===== src/rtl/host_rom_loader.sv =====
// host_rom_loader: takes HOST_WIDTH-bit words from the host over a req/ack
// handshake and unpacks each one into bytes. The bytes are written one at a
// time into external SRAM, starting at BASE_ADDR. Each write uses a setup
// cycle, then a WR_PULSE-cycle low write-enable, then a hold cycle. When
// LOAD_BYTES bytes have been committed, host_rom_initialised is raised.
// A host_reset pulse restarts the whole load from the first word.
module host_rom_loader #(
    parameter int ADDR_WIDTH = 21,
    parameter int HOST_WIDTH = 32,
    parameter int BASE_ADDR  = 0,
    parameter int LOAD_BYTES = 131072,
    parameter int WR_PULSE   = 2,
    parameter int MSB_FIRST  = 1
) (
    input  logic                  clk,
    input  logic                  reset_n,
    input  logic                  host_reset,
    input  logic [HOST_WIDTH-1:0] host_bootdata,
    input  logic                  host_bootdata_ack,
    output logic                  host_bootdata_req,
    output logic [ADDR_WIDTH-1:0] romwrite_addr,
    output logic [7:0]            romwrite_data,
    output logic                  romwrite_we_n,
    output logic                  host_rom_initialised,
    output logic [ADDR_WIDTH-1:0] bytes_loaded
);

    localparam int BPW      = HOST_WIDTH / 8;
    localparam int IDX_W    = $clog2(BPW + 1);
    // One extra bit so that a full 2^ADDR_WIDTH load can still be compared.
    localparam int CNT_W    = ADDR_WIDTH + 1;
    localparam int LEAD_LSB = (MSB_FIRST != 0) ? (HOST_WIDTH - 8) : 0;

    localparam logic [IDX_W-1:0]      BPW_C        = IDX_W'(BPW);
    localparam logic [CNT_W-1:0]      LOAD_C       = CNT_W'(LOAD_BYTES);
    localparam logic [ADDR_WIDTH-1:0] BASE_C       = ADDR_WIDTH'(BASE_ADDR);
    localparam logic [3:0]            PULSE_LAST_C = 4'(WR_PULSE - 1);

    typedef enum logic [2:0] {
        ST_START     = 3'd0,
        ST_WAIT_WORD = 3'd1,
        ST_SETUP     = 3'd2,
        ST_PULSE     = 3'd3,
        ST_HOLD      = 3'd4,
        ST_DONE      = 3'd5
    } state_t;

    state_t                  state_q,   state_d;
    logic                    ack_dly_q, ack_dly_d;
    logic [HOST_WIDTH-1:0]   shift_q,   shift_d;
    logic [IDX_W-1:0]        idx_q,     idx_d;
    logic [3:0]              pcnt_q,    pcnt_d;
    logic [CNT_W-1:0]        cnt_q,     cnt_d;
    logic                    req_q,     req_d;
    logic [ADDR_WIDTH-1:0]   addr_q,    addr_d;
    logic [7:0]              data_q,    data_d;
    logic                    we_n_q,    we_n_d;
    logic                    init_q,    init_d;

    logic                    ack_rise_s;
    logic [HOST_WIDTH-1:0]   shift_next_s;
    logic [CNT_W-1:0]        cnt_inc_s;
    logic [IDX_W-1:0]        idx_inc_s;

    assign ack_rise_s = host_bootdata_ack & ~ack_dly_q;
    assign cnt_inc_s  = cnt_q + CNT_W'(1);
    assign idx_inc_s  = idx_q + IDX_W'(1);

    // Shift register contents once the byte currently on the bus is consumed.
    always_comb begin
        shift_next_s = shift_q;
        if (MSB_FIRST != 0) begin
            shift_next_s = shift_q << 4'd8;
        end else begin
            shift_next_s = shift_q >> 4'd8;
        end
    end

    // Next-state and registered-output computation; host_reset overrides everything.
    always_comb begin
        state_d   = state_q;
        ack_dly_d = host_bootdata_ack;
        shift_d   = shift_q;
        idx_d     = idx_q;
        pcnt_d    = pcnt_q;
        cnt_d     = cnt_q;
        req_d     = req_q;
        addr_d    = addr_q;
        data_d    = data_q;
        we_n_d    = we_n_q;
        init_d    = init_q;

        if (host_reset) begin
            // Any pulse in flight is cut short; the host resends from word 0.
            state_d = ST_START;
            idx_d   = {IDX_W{1'b0}};
            pcnt_d  = 4'd0;
            cnt_d   = {CNT_W{1'b0}};
            req_d   = 1'b0;
            addr_d  = BASE_C;
            data_d  = 8'h00;
            we_n_d  = 1'b1;
            init_d  = 1'b0;
        end else begin
            case (state_q)
                ST_START: begin
                    state_d = ST_WAIT_WORD;
                    req_d   = 1'b1;
                    we_n_d  = 1'b1;
                    init_d  = 1'b0;
                end
                ST_WAIT_WORD: begin
                    req_d = 1'b1;
                    if (ack_rise_s) begin
                        // The word is captured here and only here.
                        shift_d = host_bootdata;
                        data_d  = host_bootdata[LEAD_LSB +: 8];
                        idx_d   = {IDX_W{1'b0}};
                        req_d   = 1'b0;
                        state_d = ST_SETUP;
                    end else begin
                        state_d = ST_WAIT_WORD;
                    end
                end
                ST_SETUP: begin
                    // Data is already on the bus; open the write strobe next.
                    we_n_d  = 1'b0;
                    pcnt_d  = 4'd0;
                    state_d = ST_PULSE;
                end
                ST_PULSE: begin
                    if (pcnt_q == PULSE_LAST_C) begin
                        we_n_d  = 1'b1;
                        state_d = ST_HOLD;
                    end else begin
                        we_n_d = 1'b0;
                        pcnt_d = pcnt_q + 4'd1;
                    end
                end
                ST_HOLD: begin
                    we_n_d  = 1'b1;
                    cnt_d   = cnt_inc_s;
                    addr_d  = addr_q + ADDR_WIDTH'(1);
                    shift_d = shift_next_s;
                    idx_d   = idx_inc_s;
                    if (cnt_inc_s == LOAD_C) begin
                        // Leftover bytes of a final partial word are dropped.
                        state_d = ST_DONE;
                        init_d  = 1'b1;
                        req_d   = 1'b0;
                    end else if (idx_inc_s == BPW_C) begin
                        state_d = ST_WAIT_WORD;
                        req_d   = 1'b1;
                    end else begin
                        state_d = ST_SETUP;
                        data_d  = shift_next_s[LEAD_LSB +: 8];
                    end
                end
                ST_DONE: begin
                    init_d = 1'b1;
                    req_d  = 1'b0;
                    we_n_d = 1'b1;
                end
                default: begin
                    state_d = ST_START;
                    req_d   = 1'b0;
                    we_n_d  = 1'b1;
                end
            endcase
        end
    end

    // State and output registers, cleared asynchronously by reset_n.
    always_ff @(posedge clk or negedge reset_n) begin
        if (!reset_n) begin
            state_q   <= ST_START;
            ack_dly_q <= 1'b0;
            shift_q   <= {HOST_WIDTH{1'b0}};
            idx_q     <= {IDX_W{1'b0}};
            pcnt_q    <= 4'd0;
            cnt_q     <= {CNT_W{1'b0}};
            req_q     <= 1'b0;
            addr_q    <= BASE_C;
            data_q    <= 8'h00;
            we_n_q    <= 1'b1;
            init_q    <= 1'b0;
        end else begin
            state_q   <= state_d;
            ack_dly_q <= ack_dly_d;
            shift_q   <= shift_d;
            idx_q     <= idx_d;
            pcnt_q    <= pcnt_d;
            cnt_q     <= cnt_d;
            req_q     <= req_d;
            addr_q    <= addr_d;
            data_q    <= data_d;
            we_n_q    <= we_n_d;
            init_q    <= init_d;
        end
    end

    assign host_bootdata_req    = req_q;
    assign romwrite_addr        = addr_q;
    assign romwrite_data        = data_q;
    assign romwrite_we_n        = we_n_q;
    assign host_rom_initialised = init_q;
    assign bytes_loaded         = cnt_q[ADDR_WIDTH-1:0];

endmodule


===== config.mk =====
export PLATFORM = sky130hd
export DESIGN_NAME = host_rom_loader
export DESIGN_NICKNAME = d
export VERILOG_FILES = /design/src/rtl/host_rom_loader.sv
export SDC_FILE = /design/constraint.sdc
export NUM_CORES = 1
export LEC_CHECK = 0
export BUFFER_PORTS_ARGS = -buffer_cell sky130_fd_sc_hd__clkbuf_2
export CELL_PAD_IN_SITES_DETAIL_PLACEMENT = 1
export CELL_PAD_IN_SITES_GLOBAL_PLACEMENT = 1
export CORE_UTILIZATION = 46
export DETAILED_ROUTE_END_ITERATION = 16
export HOLD_SLACK_MARGIN = 0.1
export PLACE_DENSITY_LB_ADDON = 0.1
export SYNTH_ARGS = -nofsm -noshare
export SYNTH_HDL_FRONTEND = slang
export SYNTH_SLANG_ARGS = --single-unit

===== constraint.sdc =====
create_clock -name clk -period 6.28 [get_ports clk]
set_clock_uncertainty 0.15 [all_clocks]
set_input_delay 0 -clock clk [delete_from_list [all_inputs] [get_ports clk]]
set_output_delay 0 -clock clk [all_outputs]
set_load 0.02 [all_outputs]

==> Word level (Yosys, flattened, before mapping) <==
Cells that the tools add are included.
{ "totals": {"inputBits": 36, "elab_cells": 85, "out_inout_bits": 53, "reg_bits": 89} }
{ "classes": {"n_bitwise": 3, "eq_ne": 19, "n_mux": 34, "addsub": 4, "reduce_logical": 14} }
{ "op_table": {"columns": ["op", "n"], "rows": [
  ["24-bit one-hot mux with 2 select lines", 1],
  ["22-bit 2-to-1 mux", 2],
  ["21-bit 2-to-1 mux", 2],
  ["8-bit 2-to-1 mux", 4],
  ["24-bit 2-to-1 mux", 1],
  ["22-bit by 1-bit adder with 22-bit output, second input constant", 1],
  ["22-bit by 18-bit == test with 1-bit output, second input constant", 1],
  ["21-bit by 1-bit adder with 21-bit output, second input constant", 1],
  ["3-bit inequality test, second input constant", 6],
  ["3-bit one-hot mux with 6 select lines", 1],
  ["8-bit one-hot mux with 2 select lines", 1],
  ["3-bit 2-to-1 mux", 5],
  ["2-bit AND reduction", 5],
  ["3-bit == test, second input constant", 3],
  ["1-bit 2-to-1 mux", 8],
  ["4-bit 2-to-1 mux", 2],
  ["4-bit one-hot mux with 2 select lines", 1],
  ["3-bit by 2-bit == test with 1-bit output, second input constant", 2],
  ["2-bit inequality test, second input constant", 3],
  ["1-bit one-hot mux with 3 select lines", 2],
  ["3-bit one-hot mux with 2 select lines", 1],
  ["3-bit nonzero test", 2],
  ["4-bit by 1-bit adder with 4-bit output, second input constant", 1],
  ["4-bit by 1-bit == test with 1-bit output, second input constant", 1],
  ["other kinds (14)", 17]
]} }

==> Logic depth before layout (Yosys ltp) <==
{ "logic_depth": {"ltp_word": 6, "ltp_mapped": 9, "ltp_nobuf": 8} }

==> Least setup slack after synthesis <==
Ideal clock, no wire load.
{ "synth_timing": {"kind": "reg2reg", "from": "register cnt_q[0]", "to": "register init_q, in the netlist host_rom_initialised", "arrival_time_ns": 2.087, "required_time_ns": 6.034, "setup_slack_ns": 3.947, "stages_incl_launch_ff": 10, "path_buffers": 1, "setup_time_ns": 0.096, "period_less_slack_ns": 2.333, "cell_sequence": "dfrtp_1 ha_1 nand4_1 or3_1 o21a_1 nor3_2 and3_1 buf_6 nor3_2 nor4_2"} }
{ "synth_between": {"elab_chain_cells": 4} }
{ "synth_lines": {"columns": ["item", "line_no", "text"], "rows": [
  ["start, declared", "53", "logic [CNT_W-1:0] cnt_q, cnt_d;"],
  ["start signal, assigned", "181", "cnt_q <= {CNT_W{1'b0}};"],
  ["start signal, assigned", "193", "cnt_q <= cnt_d;"],
  ["22-bit by 1-bit adder with 22-bit output", "66", "assign cnt_inc_s = cnt_q + CNT_W'(1);"],
  ["22-bit by 18-bit == test with 1-bit output", "146", "if (cnt_inc_s == LOAD_C) begin"],
  ["3-bit inequality test (no source line)", null, null],
  ["2-bit AND reduction (no source line)", null, null],
  ["end signal, assigned", "198", "init_q <= init_d;"],
  ["end, declared", "58", "logic init_q, init_d;"]
]} }
No other way between the ends.
A chain may end at the register's enable or synchronous reset.

==> Final worst setup path <==
Ends and elaborated chain as after synthesis.

==> results_dict.tcl <==
set metrics [dict create \
    crit_buf_inv 0 \
    slowest_stage "and3_1" \
    worstRegToRegCells 8 \
    layout_min_cycle_time_ns 2.94 \
    dieWidth_um 106 \
    ctsResizeCount 0 \
    p_per_area_nw_per_um2 194 \
    first_global_vias 4599 \
    synth_seq_cells 89 \
    grt_first_pass_wirelength_mm 22.9 \
    synth-main-ff-cell "dfrtp_1" \
    first_pass_iters 4 \
    power_frac_seq_pct 56.7 \
    drv_cap 0 \
    die_h_um 106 \
    vdd_ir_drop_max_mv 0.107 \
    root_buffer "clkbuf_8" \
    clkLatencyLatePin_ns 0.36 \
    final_area_um2 5830 \
    drive_gt1_share_pct 18.8 \
    cp.required_ns 6.39 \
    rsz0062_at_grt "false" \
    drv_slew 0 \
    hold_viol 0 \
    syn_area_um2 4970 \
    wl_per_cell_um 17.5 \
    rows 37 \
    fin_crit_sh_pct 46.9 \
    start_kind "flip-flop" \
    cts_setup_buffers 0 \
    antenna_found_initial 0 \
    min_delay_path_depth 3 \
    slowest_delay_ns 0.47 \
    path_max_fanout 11 \
    p_clk_share_pct 32.8 \
    avgSynthCellArea_um2 9.08 \
    cp.depth 8 \
    totalWireLength_mm 13.5 \
    ys_types 59 \
    diodes 0 \
    grt_usage_pct 25.7 \
    cp_top_family "simple AND/OR/NAND/NOR gates" \
    gp_congestion 0.777 \
    grt_overflow 0 \
    p_comb_share_pct 10.4 \
    path_class "flip-flop to flip-flop" \
    nNetsFinal 670 \
    internal-power_mw 0.838 \
    maxSlewHeadroom_pct 25.0 \
    tritoncts "yes" \
    cts_buffer_depth 2 \
    start_util_pct 47.7 \
    worst_slack_ns 3.34 \
    drc 0 \
    design.die.area_um2 11200 \
    async_flop_share_pct 100 \
    cp-end-kind "flip-flop" \
    p_leak_nw 2.63 \
    tns_ns 0 \
    tightest_slew_ns 1.12 \
    netSwitchingFraction_pct 26.0 \
    placed_area_um2 5310 \
    cts_made_buffers 9 \
    ant_nets 0 \
    grt_max_degree 70 \
    pre_cts_ws_ns 3.31 \
    dp.final_hpwl_mm 8.46 \
    status "complete, no violations" \
    synth_edf_count 0 \
    crit_arrival_ns 3.05 \
    htree_levels 3 \
    viasPerCell 5.58 \
    synth_nets 590 \
    yosysWarnings 0 \
    cts.sinks 89 \
    path_cells "ha_1 -> nand4_1 -> nor3_1 -> o211ai_1 -> a221oi_2 -> and3_1 -> nor3_2 -> nor4_2" \
    fmax_mhz 340 \
    core-area_um2 10400 \
    vias 4294 \
    hold_class "input port to flip-flop" \
    drtIter0Drc 129 \
    setup_violations 0 \
    syn_inst 548 \
    syn_to_final_growth_pct 17.2 \
    clk_pin_slew_worst_paths_ns 0.09 \
    io_buffers 88 \
    ys_seq_area_share_pct 44.8 \
    p_sw_mw 0.294 \
    io_pins 89 \
]
[logic make-up after synthesis]
group	after synthesis	synth area share (%)
AO/OA/AOI/OAI	90	12.7
XOR/XNOR	39	6.87
adder cells (fa/ha/maj)	6	1.51
buffers and inverters	60	6.57
flip-flops	89	44.8
multiplexers	9	1.81
AND/OR/NAND/NOR	255	25.8
[cells in the mapped netlist, types with 2 or more instances]
cell type	count	area (um2)
dfrtp_1	88	2200
nor2_1	82	308
nand2_1	65	244
xor2_1	29	254
clkbuf_1	27	101
buf_4	21	158
a31oi_1	19	119
nand3_1	19	95.1
a21oi_1	17	85.1
nand2b_1	15	93.8
or3_1	14	87.6
nand4_1	13	81.3
o21ai_0	10	50.1
xnor2_1	10	87.6
mux2i_1	9	90.1
o31ai_1	9	67.6
a22o_1	8	70.1
a2bb2oi_1	8	70.1
and3_1	7	43.8
nor3_1	7	35.0
buf_2	6	30.0
ha_1	6	75.1
nor4_1	6	37.5
nor2b_1	4	25.0
a21o_1	2	15.0
a22oi_1	2	15.0
and2_1	2	12.5
buf_1	2	7.51
buf_6	2	22.5
inv_1	2	7.51
nand3b_1	2	15.0
nor3_2	2	20.0
nor3b_1	2	15.0
nor4b_1	2	17.5
nor4bb_1	2	20.0
o21a_1	2	15.0
o32ai_1	2	17.5
or4_1	2	15.0
[layout make-up]
class                           instances  area (um2)
Sequential cell                        89        2230
Inverter                                2        7.51
Timing Repair Buffer                  127         823
Tap cell                              136         170
Clock inverter                          3        15.0
Fill cell                            1233        4590
Clock buffer                           13         159
Multi-Input combinational cell        399        2430
[cells in the final DEF, fill, tap and decap left out, types with 3 or more instances in the layout]
master,count
nand2_1,65
or3_1,14
clkbuf_8,11
o21ai_0,10
ha_1,6
clkinv_2,3
nand3_1,19
clkbuf_2,87
nand4_1,13
a21oi_1,17
a31oi_1,19
nor4_1,6
nor2_1,81
dfrtp_1,88
buf_4,5
xor2_1,29
a2bb2oi_1,8
and3_1,7
nor3_1,7
xnor2_1,10
dlygate4sd3_1,35
nand2b_1,15
o31ai_1,9
mux2i_1,9
nor2b_1,4
a22o_1,8
[stage by stage]
stage               total power [mW]  utilization [%]  std cells  hold slack (ns)
finish                          1.13             56.0        769            0.120
global placement               0.746             50.9        718           -0.254
CTS                             1.14             56.0        769            0.112
floorplan                      0.708                -        548           -0.446
detailed placement             0.753             50.9        718           -0.240
global route                    1.18             56.0        769            0.151
[what timing repair did]
| action | in CTS | in global routing |
|---|---|---|
| hold buffers | 35 | 0 |
| endpoints found under the setup margin | 0 | 0 |
| endpoints found under the hold margin | 122 | 0 |
[worst paths after layout]
check                                       start                               end  slack [ns]
max                          cnt_q[0]$_DFFE_PN0P_  host_rom_initialised$_DFFE_PN0P_        3.34
min                                    host_reset             cnt_q[21]$_DFFE_PN0P_        0.12
max reg2reg                  cnt_q[0]$_DFFE_PN0P_  host_rom_initialised$_DFFE_PN0P_        3.34
min reg2reg                shift_q[7]$_DFFE_PN0P_            shift_q[7]$_DFFE_PN0P_        0.37
max in group asynchronous                 reset_n              cnt_q[9]$_DFFE_PN0P_        4.65
min in group asynchronous                 reset_n            state_q[0]$_DFFE_PN0P_        0.26
[power by group through the flow]
stage | combinational, mW | clock [mW] | sequential [mW]
2_1_floorplan | 0.0617 | 0 | 0.646
3_3_place_gp | 0.0952 | 0 | 0.651
3_5_place_dp | 0.0997 | 0 | 0.653
4_1_cts | 0.117 | 0.380 | 0.642
5_1_grt | 0.134 | 0.399 | 0.649
6_report | 0.118 | 0.372 | 0.643
[metal layers]
layer	wire length (um)	GRT usage, %	vias to the layer above
met2	7070	46.6	76
li1	-	-	2051
met1	5720	30.6	2142
met5	0	0	-
met4	313	9.42	0
met3	364	3.86	25
[registers in the layout (all words and copies together) (netlist names)]
name,flops
state_q,3
romwrite_we_n,1
pcnt_q,4
cnt_q,22
ack_dly_q,1
shift_q,24
host_bootdata_req,1
romwrite_addr,21
host_rom_initialised,1
idx_q,3
romwrite_data,8
[worst min-delay path: stages]
cell and delay [ns]:
clkbuf_2 0.08, buf_4 0.31, nor2_1 0.17
(Power assumes the default switching activity.)
